### src/rtl/axis_video_out_pkg.sv
// -----------------------------------------------------------------------------
// axis_video_out_pkg
// Shared definitions for the video output path:
//   - vid_state_e   : frame-lock state machine encoding
//   - vid_timing_t  : raster timing set, with the default 640x480 mode
//   - PIX_*         : field slices of the {R,G,B,pad} 32-bit pixel word produced
//                     by the RGB565->RGB888 expander
//   - fifo_entry_t  : elastic FIFO entry {sof, eol, rgb}
// -----------------------------------------------------------------------------
package axis_video_out_pkg;

   typedef enum logic [1:0] {
      WAIT_SOF   = 2'd0,
      WAIT_FRAME = 2'd1,
      LOCKED     = 2'd2
   } vid_state_e;

   typedef struct packed {
      int unsigned h_active;
      int unsigned h_fp;
      int unsigned h_sync;
      int unsigned h_bp;
      int unsigned v_active;
      int unsigned v_fp;
      int unsigned v_sync;
      int unsigned v_bp;
   } vid_timing_t;

   localparam vid_timing_t VGA_640X480 = '{
      h_active: 640, h_fp: 16, h_sync: 96, h_bp: 48,
      v_active: 480, v_fp: 10, v_sync: 2,  v_bp: 33
   };

   // {R,G,B,pad} layout of the 32-bit stream word
   localparam int PIX_R_HI   = 31;
   localparam int PIX_R_LO   = 24;
   localparam int PIX_G_HI   = 23;
   localparam int PIX_G_LO   = 16;
   localparam int PIX_B_HI   = 15;
   localparam int PIX_B_LO   = 8;
   localparam int PIX_PAD_HI = 7;
   localparam int PIX_PAD_LO = 0;

   localparam int RGB_W = 24;

   typedef struct packed {
      logic             sof;   // tuser of the beat
      logic             eol;   // tlast of the beat
      logic [RGB_W-1:0] rgb;   // {R,G,B}
   } fifo_entry_t;

   localparam int FIFO_W = $bits(fifo_entry_t);

endpackage

### src/rtl/video_sync_fifo.sv
// -----------------------------------------------------------------------------
// video_sync_fifo
// Single-clock elastic FIFO with show-ahead head and registered status flags.
//   clk_i      : clock
//   rst_ni     : asynchronous active-low reset (clears pointers and flags)
//   wr_valid_i : write request; takes effect only while ready_o is high
//   wr_data_i  : write data
//   ready_o    : registered "not full"; low during reset
//   rd_en_i    : pop request; ignored while empty_o is high
//   rd_data_o  : current head entry (valid whenever empty_o is low)
//   empty_o    : registered empty flag
// -----------------------------------------------------------------------------
module video_sync_fifo #(
   parameter int WIDTH = 26,
   parameter int DEPTH = 16
) (
   input  logic             clk_i,
   input  logic             rst_ni,
   input  logic             wr_valid_i,
   input  logic [WIDTH-1:0] wr_data_i,
   output logic             ready_o,
   input  logic             rd_en_i,
   output logic [WIDTH-1:0] rd_data_o,
   output logic             empty_o
);

   localparam int AW = $clog2(DEPTH);
   localparam logic [AW:0] FULL_CNT = (AW+1)'(DEPTH);

   logic [WIDTH-1:0] mem_q [DEPTH];
   logic [AW-1:0]    wr_ptr_q;
   logic [AW-1:0]    rd_ptr_q;
   logic [AW:0]      count_q;
   logic [AW:0]      count_d;
   logic             ready_q;
   logic             empty_q;
   logic             push;
   logic             pop;

   // A write while full is impossible because ready_q already reads 0.
   assign push = wr_valid_i & ready_q;
   assign pop  = rd_en_i & ~empty_q;

   always_comb begin
      count_d = count_q;
      unique case ({push, pop})
         2'b10:   count_d = count_q + 1'b1;
         2'b01:   count_d = count_q - 1'b1;
         default: count_d = count_q;
      endcase
   end

   always_ff @(posedge clk_i or negedge rst_ni) begin
      if (!rst_ni) begin
         wr_ptr_q <= '0;
         rd_ptr_q <= '0;
         count_q  <= '0;
         ready_q  <= 1'b0;
         empty_q  <= 1'b1;
      end else begin
         if (push) wr_ptr_q <= wr_ptr_q + 1'b1;
         if (pop)  rd_ptr_q <= rd_ptr_q + 1'b1;
         count_q <= count_d;
         ready_q <= (count_d != FULL_CNT);
         empty_q <= (count_d == '0);
      end
   end

   // Storage is not reset; only pointers define validity.
   always_ff @(posedge clk_i) begin
      if (push) mem_q[wr_ptr_q] <= wr_data_i;
   end

   // Show-ahead: head is always presented without a read request.
   assign rd_data_o = mem_q[rd_ptr_q];
   assign ready_o   = ready_q;
   assign empty_o   = empty_q;

endmodule

### src/rtl/axis_video_out.sv
// -----------------------------------------------------------------------------
// axis_video_out
// AXI4-Stream video (one {R,G,B,pad} pixel per beat, tuser = SOF, tlast = EOL)
// to native parallel video with a free-running raster and frame lock.
//   vid_aclk / vid_aresetn : pixel clock, asynchronous active-low reset
//   s_axis_vid_*           : stream input; tready = registered FIFO not-full
//   vid_data               : {R,G,B}, zero outside active/locked pixels
//   vid_de, vid_hsync, vid_vsync : raster timing (sync polarity by parameter)
//   locked                 : high while in the LOCKED state
//   underflow              : 1-cycle pulse, FIFO empty on a needed pixel
//   resync_err             : 1-cycle pulse, tuser/tlast disagree with raster
// All outputs are registered and reflect the raster position of the previous
// cycle.
// -----------------------------------------------------------------------------
module axis_video_out
   import axis_video_out_pkg::*;
#(
   parameter int H_ACTIVE   = VGA_640X480.h_active,
   parameter int H_FP       = VGA_640X480.h_fp,
   parameter int H_SYNC     = VGA_640X480.h_sync,
   parameter int H_BP       = VGA_640X480.h_bp,
   parameter int V_ACTIVE   = VGA_640X480.v_active,
   parameter int V_FP       = VGA_640X480.v_fp,
   parameter int V_SYNC     = VGA_640X480.v_sync,
   parameter int V_BP       = VGA_640X480.v_bp,
   parameter bit HSYNC_POL  = 1'b0,
   parameter bit VSYNC_POL  = 1'b0,
   parameter int FIFO_DEPTH = 16
) (
   input  logic              vid_aclk,
   input  logic              vid_aresetn,
   input  logic [31:0]       s_axis_vid_tdata,
   input  logic              s_axis_vid_tuser,
   input  logic              s_axis_vid_tlast,
   input  logic              s_axis_vid_tvalid,
   output logic              s_axis_vid_tready,
   output logic [RGB_W-1:0]  vid_data,
   output logic              vid_de,
   output logic              vid_hsync,
   output logic              vid_vsync,
   output logic              locked,
   output logic              underflow,
   output logic              resync_err
);

   localparam int H_TOTAL = H_ACTIVE + H_FP + H_SYNC + H_BP;
   localparam int V_TOTAL = V_ACTIVE + V_FP + V_SYNC + V_BP;
   localparam int HW      = $clog2(H_TOTAL);
   localparam int VW      = $clog2(V_TOTAL);

   // ---------------------------------------------------------------- FIFO
   fifo_entry_t      wr_entry;
   fifo_entry_t      head;
   logic [FIFO_W-1:0] fifo_rd_data;
   logic             fifo_empty;
   logic             fifo_pop;
   logic             unused_pad;

   assign wr_entry.sof = s_axis_vid_tuser;
   assign wr_entry.eol = s_axis_vid_tlast;
   assign wr_entry.rgb = {s_axis_vid_tdata[PIX_R_HI:PIX_R_LO],
                          s_axis_vid_tdata[PIX_G_HI:PIX_G_LO],
                          s_axis_vid_tdata[PIX_B_HI:PIX_B_LO]};
   assign unused_pad   = ^s_axis_vid_tdata[PIX_PAD_HI:PIX_PAD_LO];

   video_sync_fifo #(
      .WIDTH (FIFO_W),
      .DEPTH (FIFO_DEPTH)
   ) u_fifo (
      .clk_i      (vid_aclk),
      .rst_ni     (vid_aresetn),
      .wr_valid_i (s_axis_vid_tvalid),
      .wr_data_i  (wr_entry),
      .ready_o    (s_axis_vid_tready),
      .rd_en_i    (fifo_pop),
      .rd_data_o  (fifo_rd_data),
      .empty_o    (fifo_empty)
   );

   assign head = fifo_entry_t'(fifo_rd_data);

   // ------------------------------------------------------- raster counters
   logic [HW-1:0] h_cnt_q, h_cnt_d;
   logic [VW-1:0] v_cnt_q, v_cnt_d;
   logic          h_wrap, v_wrap;
   logic          active, hs_on, vs_on;
   logic          exp_sof, exp_eol;

   assign h_wrap = (h_cnt_q == HW'(H_TOTAL - 1));
   assign v_wrap = (v_cnt_q == VW'(V_TOTAL - 1));

   always_comb begin
      h_cnt_d = h_wrap ? '0 : h_cnt_q + 1'b1;
      v_cnt_d = v_cnt_q;
      if (h_wrap) v_cnt_d = v_wrap ? '0 : v_cnt_q + 1'b1;
   end

   assign active  = (int'(h_cnt_q) < H_ACTIVE) && (int'(v_cnt_q) < V_ACTIVE);
   assign hs_on   = (int'(h_cnt_q) >= H_ACTIVE + H_FP) &&
                    (int'(h_cnt_q) <  H_ACTIVE + H_FP + H_SYNC);
   assign vs_on   = (int'(v_cnt_q) >= V_ACTIVE + V_FP) &&
                    (int'(v_cnt_q) <  V_ACTIVE + V_FP + V_SYNC);
   assign exp_sof = (h_cnt_q == '0) && (v_cnt_q == '0);
   assign exp_eol = (h_cnt_q == HW'(H_ACTIVE - 1));

   // ------------------------------------------------------- lock FSM
   vid_state_e       state_q, state_d;
   logic [RGB_W-1:0] pix_d;
   logic             underflow_d;
   logic             resync_d;

   always_ff @(posedge vid_aclk or negedge vid_aresetn) begin
      if (!vid_aresetn) state_q <= WAIT_SOF;
      else              state_q <= state_d;
   end

   always_comb begin
      state_d     = state_q;
      fifo_pop    = 1'b0;
      pix_d       = '0;
      underflow_d = 1'b0;
      resync_d    = 1'b0;
      unique case (state_q)
         WAIT_SOF: begin
            // Drain everything ahead of the next start-of-frame; keep the SOF beat.
            if (!fifo_empty) begin
               if (head.sof) state_d  = WAIT_FRAME;
               else          fifo_pop = 1'b1;
            end
         end
         WAIT_FRAME: begin
            // Hold the SOF beat until the raster is about to re-enter (0,0).
            if (h_wrap && v_wrap) state_d = LOCKED;
         end
         LOCKED: begin
            if (active) begin
               if (fifo_empty) begin
                  underflow_d = 1'b1;
                  state_d     = WAIT_SOF;
               end else begin
                  fifo_pop = 1'b1;
                  if ((head.sof != exp_sof) || (head.eol != exp_eol)) begin
                     resync_d = 1'b1;
                     state_d  = WAIT_SOF;
                  end else begin
                     pix_d = head.rgb;
                  end
               end
            end
         end
         default: state_d = WAIT_SOF;
      endcase
   end

   // ------------------------------------------------------- output registers
   logic             de_q, hsync_q, vsync_q, locked_q, underflow_q, resync_q;
   logic [RGB_W-1:0] data_q;

   always_ff @(posedge vid_aclk or negedge vid_aresetn) begin
      if (!vid_aresetn) begin
         h_cnt_q     <= '0;
         v_cnt_q     <= '0;
         de_q        <= 1'b0;
         hsync_q     <= ~HSYNC_POL;
         vsync_q     <= ~VSYNC_POL;
         data_q      <= '0;
         locked_q    <= 1'b0;
         underflow_q <= 1'b0;
         resync_q    <= 1'b0;
      end else begin
         h_cnt_q     <= h_cnt_d;
         v_cnt_q     <= v_cnt_d;
         de_q        <= active;
         hsync_q     <= hs_on ? HSYNC_POL : ~HSYNC_POL;
         vsync_q     <= vs_on ? VSYNC_POL : ~VSYNC_POL;
         data_q      <= pix_d;
         locked_q    <= (state_d == LOCKED);
         underflow_q <= underflow_d;
         resync_q    <= resync_d;
      end
   end

   assign vid_de     = de_q;
   assign vid_hsync  = hsync_q;
   assign vid_vsync  = vsync_q;
   assign vid_data   = data_q;
   assign locked     = locked_q;
   assign underflow  = underflow_q;
   assign resync_err = resync_q;

endmodule

### config.mk
export PLATFORM = sky130hd
export DESIGN_NAME = axis_video_out
export DESIGN_NICKNAME = d
export VERILOG_FILES = /design/src/rtl/axis_video_out_pkg.sv /design/src/rtl/video_sync_fifo.sv /design/src/rtl/axis_video_out.sv
export SDC_FILE = /design/constraint.sdc
export NUM_CORES = 1
export LEC_CHECK = 0
export ABC_AREA = 0
export ABC_CLOCK_PERIOD_IN_PS = 5170
export BUFFER_PORTS_ARGS = -buffer_cell sky130_fd_sc_hd__buf_2
export CAP_MARGIN = 0
export CORE_MARGIN = 2
export CORE_UTILIZATION = 31
export DETAILED_ROUTE_END_ITERATION = 7
export PLACE_DENSITY_LB_ADDON = 0.2
export SLEW_MARGIN = 20
export SYNTH_ARGS = -nofsm -noshare
export SYNTH_HDL_FRONTEND = slang
export SYNTH_SLANG_ARGS = --single-unit
### constraint.sdc
create_clock -name vid_aclk -period 5.17 [get_ports vid_aclk]
set_clock_uncertainty 0.2 [all_clocks]
set_input_delay 0 -clock vid_aclk [delete_from_list [all_inputs] [get_ports vid_aclk]]
set_output_delay 0 -clock vid_aclk [all_outputs]
set_load 0.02 [all_outputs]
# Word level (Yosys, flattened, before mapping)
# Memories as Yosys holds them, arrays and structs flattened.
# Index checks and enable logic that the tools add are counted.
word_totals:
  register_bits: 67
  ramBits: 416
  inputBits: 37
  output_inout_bits: 31
  wordCells: 82
  memories: 1
mem_list:
  columns: ["memory", "depth", "width", "rd", "rd_ports_with_merged_regs", "wr", "line", "text"]
  rows:
  - ["u_fifo.mem_q", 16, 26, 1, 0, 1, "video_sync_fifo.sv:30", "logic [WIDTH-1:0] mem_q [DEPTH];"]
op_classes:
  n_addsub: 6
  magnitude_cmp: 6
  eq_ne: 11
  mux: 30
  n_bitwise: 3
  reduce_logical: 10
op_table:
  columns: ["op", "n"]
  rows:
  - ["24-bit two-way mux", 4]
  - ["10-bit equality test (second input constant)", 3]
  - ["10-bit by 1-bit adder with 10-bit output (second input constant)", 2]
  - ["10-bit logical NOT", 2]
  - ["10-bit < comparator (second input constant)", 2]
  - ["10-bit by 9-bit < comparator with 1-bit output (second input constant)", 2]
  - ["10-bit two-way mux", 2]
  - ["1-bit two-way mux", 15]
  - ["2-bit two-way mux", 6]
  - ["10-bit greater-or-equal comparator (second input constant)", 1]
  - ["10-bit by 9-bit greater-or-equal comparator with 1-bit output (second input constant)", 1]
  - ["5-bit case mux with 2 select lines", 1]
  - ["4-bit by 1-bit adder with 4-bit output (second input constant)", 2]
  - ["2-bit equality test (second input constant)", 3]
  - ["2-bit case mux with 3 select lines", 1]
  - ["5-bit by 1-bit adder with 5-bit output (second input constant)", 1]
  - ["1-bit logical AND", 5]
  - ["5-bit logical NOT", 1]
  - ["5-bit inequality test (second input constant)", 1]
  - ["5-bit by 1-bit subtractor with 5-bit output (second input constant)", 1]
  - ["2-bit by 1-bit equality test with 1-bit output (second input constant)", 2]
  - ["1-bit AND", 2]
  - ["2-bit logical NOT", 1]
  - ["1-bit inequality test", 2]
  - ["other kinds (3)", 3]

# Depth between registers and ports, before layout
# Gate-level depths: netlist of the first run.
depth:
  ltp_word: 9
  depth_mapped: 13

# Cells and area by module
# A second synthesis of the first run with hierarchy kept.
hier_totals:
  hier_cells: 876
  area_unflattened_um2: 18814.3
by_module_without_submodules:
  columns: ["module", "instances", "cells_each", "area_per_inst_um2"]
  rows:
  - ["video_sync_fifo", 1, 686, 16607.2]
  - ["axis_video_out", 1, 190, 2207.1]

# Worst setup path after synthesis of the first run
# OpenSTA, ideal clock, no wires.
synth_timing:
  path_kind: "reg-to-reg"
  start: "register u_fifo.ready_q, in the netlist u_fifo.ready_o"
  end: "memory u_fifo.mem_q[3][0] (enable)"
  arrival_ns: 2.821
  required_ns: 4.528
  path_slack_ns: 1.708
  stages_incl_launch_ff: 5
  n_path_buf: 1
  period_less_slack_ns: 3.462
  path_cell_list: "dfrtp_1 > and2_1 > clkbuf_1 > nand2_1 > nor3_1"
synth_between:
  elab_chain_len: 3
synth_lines:
  columns: ["item", "line", "text"]
  rows:
  - ["start: declaration", "video_sync_fifo.sv:35", "logic ready_q;"]
  - ["start signal: assignment", "video_sync_fifo.sv:64", "ready_q <= (count_d != FULL_CNT);"]
  - ["1-bit AND", "video_sync_fifo.sv:41", "assign push = wr_valid_i & ready_q;"]
  - ["1-bit two-way mux", "video_sync_fifo.sv:71", "if (push) mem_q[wr_ptr_q] <= wr_data_i;"]
  - ["1-bit two-way mux (not written as such)", "video_sync_fifo.sv:71", null]
  - ["end: declaration", "video_sync_fifo.sv:30", null]
# Every way passes these cells.

# Worst setup path in the final report of the first run
layout_timing:
  start: "register u_fifo.rd_ptr_q[2]"
  end: "register u_fifo.empty_q, in the netlist u_fifo.empty_o"
layout_between:
  elab_chain_len: 8
  elab_cells_between_ends: 9
  classes_between: "eq/ne: 2; mux: 4; bitwise: 1; reduce/logical: 1; memory: 1"
layout_lines:
  columns: ["item", "line", "text"]
  rows:
  - ["start: declaration", "video_sync_fifo.sv:32", "logic [AW-1:0] rd_ptr_q;"]
  - ["start signal: assignment", "video_sync_fifo.sv:62", "if (pop) rd_ptr_q <= rd_ptr_q + 1'b1;"]
  - ["memory 16 x 26 bit (*)", null, null]
  - ["1-bit two-way mux (*)", "axis_video_out.sv:127", "if (head.sof) state_d = WAIT_FRAME;"]
  - ["1-bit two-way mux (*)", "axis_video_out.sv:126", "if (!fifo_empty) begin"]
  - ["1-bit case mux with 2 select lines (*)", "axis_video_out.sv:123", "unique case (state_q)"]
  - ["1-bit AND (*)", "video_sync_fifo.sv:42", "assign pop = rd_en_i & ~empty_q;"]
  - ["via u_fifo.pop", "video_sync_fifo.sv:38", "logic pop;"]
  - ["2-bit by 1-bit equality test with 1-bit output or 2-bit equality test (tied branches)", "video_sync_fifo.sv:46", "unique case ({push, pop})"]
  - ["5-bit case mux with 2 select lines (*)", "video_sync_fifo.sv:46", null]
  - ["5-bit logical NOT (*)", "video_sync_fifo.sv:65", "empty_q <= (count_d == '0);"]
  - ["end signal: assignment", "video_sync_fifo.sv:65", null]
  - ["end: declaration", "video_sync_fifo.sv:36", "logic empty_q;"]
# The timed path passes the listed nets; every way through them passes the cells marked *.
# A chain may end at the register's enable or synchronous reset.

==> results of run 1 <==
## metrics by stage
stage,setup slack (ns),utilization,cells
2_1_floorplan,1.71,-,868
3_3_place_gp,1.11,0.336,1694
3_5_place_dp,1.11,0.336,1694
4_1_cts,1.09,0.367,1819
5_1_grt,0.773,0.367,1820
6_report,1.18,0.367,1820
## layer usage
layer  wire length [um]  track usage  up-vias
met4                680       0.0296        2
met2              21500        0.235      168
met5                  7            0        -
met1              19100        0.188     4784
li1                   -            -     3845
met3               1700       0.0267       51
## cell families (layout without fill, tap and decap cells)
kind of cell / count (synthesis) / count (layout) / share of synthesized area
multiplexers: 134 / 134 / 0.158
AO/OA/AOI/OAI: 36 / 36 / 0.0125
flip-flops: 483 / 483 / 0.756
other: 0 / 1 / 0
buffers and inverters: 57 / 226 / 0.0148
XOR/XNOR: 22 / 22 / 0.0111
adder cells (fa/ha/maj): 14 / 14 / 0.00975
AND/OR/NAND/NOR: 122 / 122 / 0.0380
## timing repair
item                      CTS  global route
gates resized for setup     0             0
hold endpoints to repair  485             0
hold buffers               30             0
## state kept, by name, summed over array words and instances (netlist names)
signal           count
state_q              2
vid_hsync            1
vid_data            24
h_cnt_q             10
vid_vsync            1
u_fifo.empty_o       1
u_fifo.count_q       5
v_cnt_q             10
u_fifo.ready_o       1
u_fifo.rd_ptr_q      4
underflow            1
locked               1
resync_err           1
vid_de               1
u_fifo.wr_ptr_q      4
u_fifo.mem_q       416
## power groups by stage
stage	registers, mW	clock network (mW)	logic, mW
3_5_place_dp	4.92	0	2.87
3_3_place_gp	4.91	0	2.86
2_1_floorplan	4.80	0	2.11
5_1_grt	4.87	3.69	3.04
4_1_cts	4.84	3.53	2.90
6_report	4.83	3.42	2.81
## worst max-delay path: stages, from the launching register on
cell,delay (ns)
dfrtp_2,0.74
mux4_2,0.34
mux2i_1,0.09
mux2i_2,0.43
a21oi_1,0.26
ha_1,0.34
fa_1,0.43
a21o_1,0.19
a21oi_1,0.18
xnor2_1,0.16
a21boi_0,0.17
nor4b_1,0.35
## worst paths after layout
check | slack (ns) | to | start
setup / recovery | 1.18 | u_fifo.empty_o$_DFF_PN1_ | u_fifo.rd_ptr_q[2]$_DFFE_PN0P_
hold / removal | 0.12 | u_fifo.mem_q[11][5]$_DFFE_PP_ | s_axis_vid_tdata[13]
setup reg to reg | 1.18 | u_fifo.empty_o$_DFF_PN1_ | u_fifo.rd_ptr_q[2]$_DFFE_PN0P_
hold reg to reg | 0.32 | u_fifo.count_q[2]$_DFF_PN0_ | u_fifo.count_q[2]$_DFF_PN0_
max in group asynchronous | 3.34 | v_cnt_q[6]$_DFFE_PN0N_ | vid_aresetn
min in group asynchronous | 0.49 | vid_data[0]$_DFF_PN0_ | vid_aresetn
## final cells by class
type | instances | area (um^2) | area share
timing repair buffer | 117 | 808 | 0.0367
inverter | 14 | 52.6 | 0.00239
clock inverter | 23 | 143 | 0.00648
tap | 782 | 978 | 0.0444
sequential | 483 | 14200 | 0.644
clock buffer | 72 | 1430 | 0.0648
antenna | 1 | 2.50 | 0.000114
multi-input combinational | 328 | 4440 | 0.201
## cell usage in the layout (no fill, tap or decap), types with 9 or more instances in the layout
cell	count
buf_2	58
buf_4	29
clkbuf_1	15
clkbuf_16	52
clkinv_1	13
dfrtp_1	60
dlygate4sd3_1	30
edfxtp_1	416
ha_1	13
inv_1	14
mux4_2	129
nand2_1	19
nand3_1	9
nor2_1	13
nor2_4	12
nor4b_1	25
o21ai_0	11
xnor2_1	12
==> run_results.csv, run 1 <==
group,metric,value,unit
synthesis,ys_top_cells_by_area,"edfxtp_1 (67%), mux4_2 (15%), dfrtp_1 (8.5%)",
floorplan,ioPinCount,68,
pwr,switching_share,0.286,
timing,timing.hold.ws,0.115,ns
timing,grt_setup_unrepaired,"false",
run_status,status,"finished, final reports clean",
placement,dpl_cell_area,20200,um^2
floorplan,core,60000,um^2
floorplan,die_w,250,um
synthesis,ys.flop_type,"edfxtp_1",
global_route,overflow,0,
clocking,cts-root-buf,"clkbuf_16",
synthesis,syn_nets,919,
clocking,cts_setup_buffers,0,
timing,period_share,0.772,
synthesis,synth_common_cells,"edfxtp_1 (416), mux4_2 (129), dfrtp_1 (64)",
pwr,p_per_area,502,nW/um^2
route,avgRoutedWirePerCell,23.6,um
route,vias,8850,
pwr,max-vdd-ir-drop,242,uV
synthesis,synth_cell_types,51,
setup_path,reg2reg_depth,11,
synthesis,synth-seq-cells,483,
finish,nFillCells,5560,
route,via_per_inst,4.86,
clocking,cts_tree,"built",
floorplan,num_rows,90,
timing,fin_setup_tns,0,ns
finish,stdcell_area,22000,um^2
pwr,total_power,11.1,mW
global_route,grt_antenna_before_repair,2,
synthesis,synth_top_area_cell,"edfxtp_1",
synthesis,synth_async_sr_flop_share,0.139,
route,routed_wl,42900,um
route,dr.pass1.iters,4,
clocking,clock_path_buffers,3,
setup_path,worstPathArrival,4.27,ns
timing,slew_viol_final,0,
timing,setup_viol,0,
timing,fmax,0.251,GHz
route,ant_nets,0,
finish,drive_above_1_share,0.303,
clocking,cts.clk_slew.worst_paths,0.06,ns
pwr,p_sw,3.16,mW
setup_path,crit_type,"register to register",
pwr,seqPwrFrac,0.437,
route,first_iter_violations,635,
clocking,worstSkewPairLatency,0.60,ns
pwr,combPwrFrac,0.254,
global_route,grtUsageTotal,0.140,
route,drc_errors,0,
clocking,cts-buffers-inserted,51,
synthesis,synth_top_cell_area_share,0.666,
synthesis,yosysWarnings,0,
placement,portBuffers,59,
synthesis,synth.yosys.seq_area_share,0.756,
clocking,htree_num_levels,2,
setup_path,cp-start-kind,"register",
timing,maxSlewHeadroom,0.385,
synthesis,postSynthCellCount,868,
floorplan,dieArea,62500,um^2
synthesis,synth_edf_count,416,
global_route,grt_pass1_vias,9425,
synthesis,syn_area,18700,um^2
setup_path,cp-end-kind,"register",
global_route,grt_pass1_wl,63800,um
run,drv_cap,0,
floorplan,start_util,0.312,
finish,area_growth,17.5,%
pwr,internal_power,7.90,mW
placement,hpwlAfterDp,22000,um
worst_hold_path,hp-class,"input pin to register",
placement,gp_congestion,0.737,
clocking,cts_num_sinks,483,
finish,nets,1046,
worst_hold_path,hold_depth,2,
timing,finalCriticalPeriod,3.99,ns
pwr,cellLeakagePower,7.30,nW
setup_path,cp_max_fo,15,
floorplan,die_h,250,um
synthesis,yosysMostFrequentCell,"edfxtp_1",
setup_path,crit_required,5.45,ns
pwr,clockPowerShare,0.309,
synthesis,synth.avg_cell_area,21.6,um^2
timing,final_hold_viol_count,0,
timing,tightest_slew,0.922,ns
global_route,grt_max_degree,56,
(Power assumes the default switching activity.)
==> inputs of run 2 (changes only) <==
Settings changed: ABC_CLOCK_PERIOD_IN_PS 5170 to 3500.
Clock period 5.17 ns to 3.5 ns, I/O delays scaled along.
==> run 2 against run 1 <==
Combinational power up 60%. Global-route usage up 0.54 points. Sequential power up 46%. Hold slack better by 0.00063 ns. Wire length up 4.1%. Critical path depth up 1. Setup slack worse by 1.0 ns. Non-clock buffer count up 23. Critical path type unchanged. Critical endpoint is now u_fifo.ready_o$_DFF_PN0_. Largest power group unchanged.
==> run_results.csv, run 2 (same netlist as run 1, synthesis figures left out) <==
group,metric,value,unit
route,dr.pass1.iters,5,
run,drv_cap,0,
timing,final_hold_viol_count,0,
placement,hpwlAfterDp,24200,um
finish,nFillCells,5523,
floorplan,start_util,0.312,
placement,gp_congestion,0.711,
clocking,worstSkewPairLatency,0.60,ns
global_route,grt_max_degree,101,
setup_path,cp_top_family,"multiplexers",
route,via_per_inst,4.90,
timing,period_share,0.953,
floorplan,die_w,250,um
setup_path,cp_slowest_cell,"dfrtp_4",
global_route,grtUsageTotal,0.145,
floorplan,ioPinCount,68,
clocking,cts.clk_slew.worst_paths,0.06,ns
placement,portBuffers,59,
route,first_iter_violations,853,
clocking,cts-root-buf,"clkbuf_16",
worst_hold_path,hp-class,"input pin to register",
pwr,p_per_area,747,nW/um^2
worst_hold_path,holdPathEnd,"u_fifo.mem_q[1][15]$_DFFE_PP_",
setup_path,r2r_end,"u_fifo.ready_o$_DFF_PN0_",
timing,maxSlewHeadroom,0.465,
setup_path,crit_required,3.76,ns
finish,final_common_cell,"edfxtp_1",
finish,final-seq-area,14200,um^2
timing,tightest_slew,0.803,ns
floorplan,dieArea,62500,um^2
timing,fmax,0.300,GHz
route,routed_wl,44700,um
placement,place_inst,1714,
setup_path,crit_type,"register to register",
clocking,cts-buffers-inserted,50,
setup_path,cp_max_fo,6,
run_status,status,"finished, final reports clean",
timing,timing.hold.ws,0.116,ns
clocking,cts_num_sinks,483,
finish,drive_above_1_share,0.331,
pwr,cellLeakagePower,7.51,nW
worst_hold_path,hold_depth,2,
floorplan,num_rows,90,
global_route,grt_pass1_vias,9496,
setup_path,r2r_setup_slack,0.16,ns
pwr,max-vdd-ir-drop,440,uV
finish,top_register,"u_fifo.mem_q",
worst_hold_path,hp-start,"s_axis_vid_tdata[23]",
setup_path,worstPathArrival,3.59,ns
setup_path,critPathBufInv,1,
setup_path,cp-end-kind,"register",
timing,grt_setup_unrepaired,"false",
clocking,cts_tree,"built",
route,ant_nets,0,
clocking,htree_num_levels,2,
global_route,overflow,0,
global_route,grt_antenna_before_repair,1,
timing,finalCriticalPeriod,3.34,ns
finish,final_cells,1841,
finish,area_growth,19.8,%
timing,slew_viol_final,0,
clocking,clock_path_buffers,3,
floorplan,die_h,250,um
setup_path,slowest_delay,0.53,ns
floorplan,core,60000,um^2
finish,final_cell_mix,"edfxtp_1 (416), mux4_2 (129), dfrtp_1 (60), buf_2 (58), clkbuf_16 (50)",
setup_path,r2r_start,"u_fifo.rd_ptr_q[0]$_DFFE_PN0P_",
global_route,grt_pass1_wl,66000,um
timing,setup_viol,0,
finish,nets,1068,
setup_path,cp-start-kind,"register",
route,drc_errors,0,
route,vias,9020,
setup_path,reg2reg_depth,12,
route,avgRoutedWirePerCell,24.3,um
setup_path,cp_cell_sequence,"mux4_2 > mux2i_2 > mux2i_2 > a21oi_2 > ha_2 > buf_4 > fa_1 > a21o_1 > a21oi_2 > xnor2_1 > nor3b_4 > o2111ai_1",
finish,largest_register_ffs,416,
finish,multi_input_comb_area,4470,um^2
[run 2: cell types whose count changed in the layout (fill, tap and decap cells not counted), sizes merged]
cell / change
clkinv: -4
dlygate4sd3: -1
bufinv: +2
buf: +24
[run 2: final cells by class]
cell class,count,share of cell area
inverters,14,0.00234
multi-input cells,328,0.199
clock inverters,21,0.00891
diodes,1,0.000111
clock buffers,72,0.0629
well taps,782,0.0436
flip-flops and latches,483,0.631
repair buffers,140,0.0517
[run 2: worst max path at each step]
stage	from	endpoint	cells after the start
after floorplan	u_fifo.ready_o$_DFF_PN0_	u_fifo.mem_q[3][0]$_DFFE_PP_	4
after global placement	u_fifo.rd_ptr_q[0]$_DFFE_PN0P_	u_fifo.empty_o$_DFF_PN1_	11
after detailed placement	u_fifo.rd_ptr_q[0]$_DFFE_PN0P_	u_fifo.empty_o$_DFF_PN1_	11
after CTS	u_fifo.rd_ptr_q[0]$_DFFE_PN0P_	u_fifo.empty_o$_DFF_PN1_	11
after global routing	u_fifo.rd_ptr_q[0]$_DFFE_PN0P_	u_fifo.ready_o$_DFF_PN0_	12
final	u_fifo.rd_ptr_q[0]$_DFFE_PN0P_	u_fifo.ready_o$_DFF_PN0_	12
[run 2: worst reg2reg max path: cells and delay by family (launching register included)]
kind	cells	cell delay, ns
buffers and inverters	1	0.15
xor gates and xnor gates	1	0.20
muxes	3	0.66
AOI/OAI and AO/OA	4	0.60
adders and majority gates	2	0.60
DFF	1	0.53
and+or+nand+nor	1	0.29
[run 2: power by group]
group / internal [mW] / switching (mW) / leakage [nW] / total, mW
Combinational: 2.15 / 2.36 / 2.09 / 4.51
Sequential: 6.86 / 0.211 / 4.63 / 7.07
Clock: 2.97 / 2.22 / 0.792 / 5.19
Total: 12.0 / 4.79 / 7.51 / 16.8
[run 2: what timing repair did]
item	in CTS	in global routing
buffers inserted	0	3
resized for setup	1	8
endpoints found under the setup margin	3	3
endpoints found under the hold margin	485	0
pin swaps	0	2
hold buffers	30	0
[run 2: metal layers]
metal / share of wire / global-route usage / vias to the layer above
li1: - / - / 3906
met1: 0.47 / 0.209 / 4902
met2: 0.48 / 0.231 / 166
met3: 0.039 / 0.0245 / 44
met4: 0.014 / 0.0322 / 2
met5: 0.00016 / 0 / -
[run 2: per-stage QoR]
step	TNS, ns	power [mW]	util	worst slack [ns]	cell area, um^2
2_1_floorplan	0	10.2	-	0.0378	18700
3_3_place_gp	0	11.7	0.341	0.0215	20500
3_5_place_dp	-0.0298	11.8	0.341	-0.0239	20500
4_1_cts	0	17.0	0.373	0.00436	22400
5_1_grt	0	17.6	0.374	0.00764	22500
6_report	0	16.8	0.374	0.164	22500
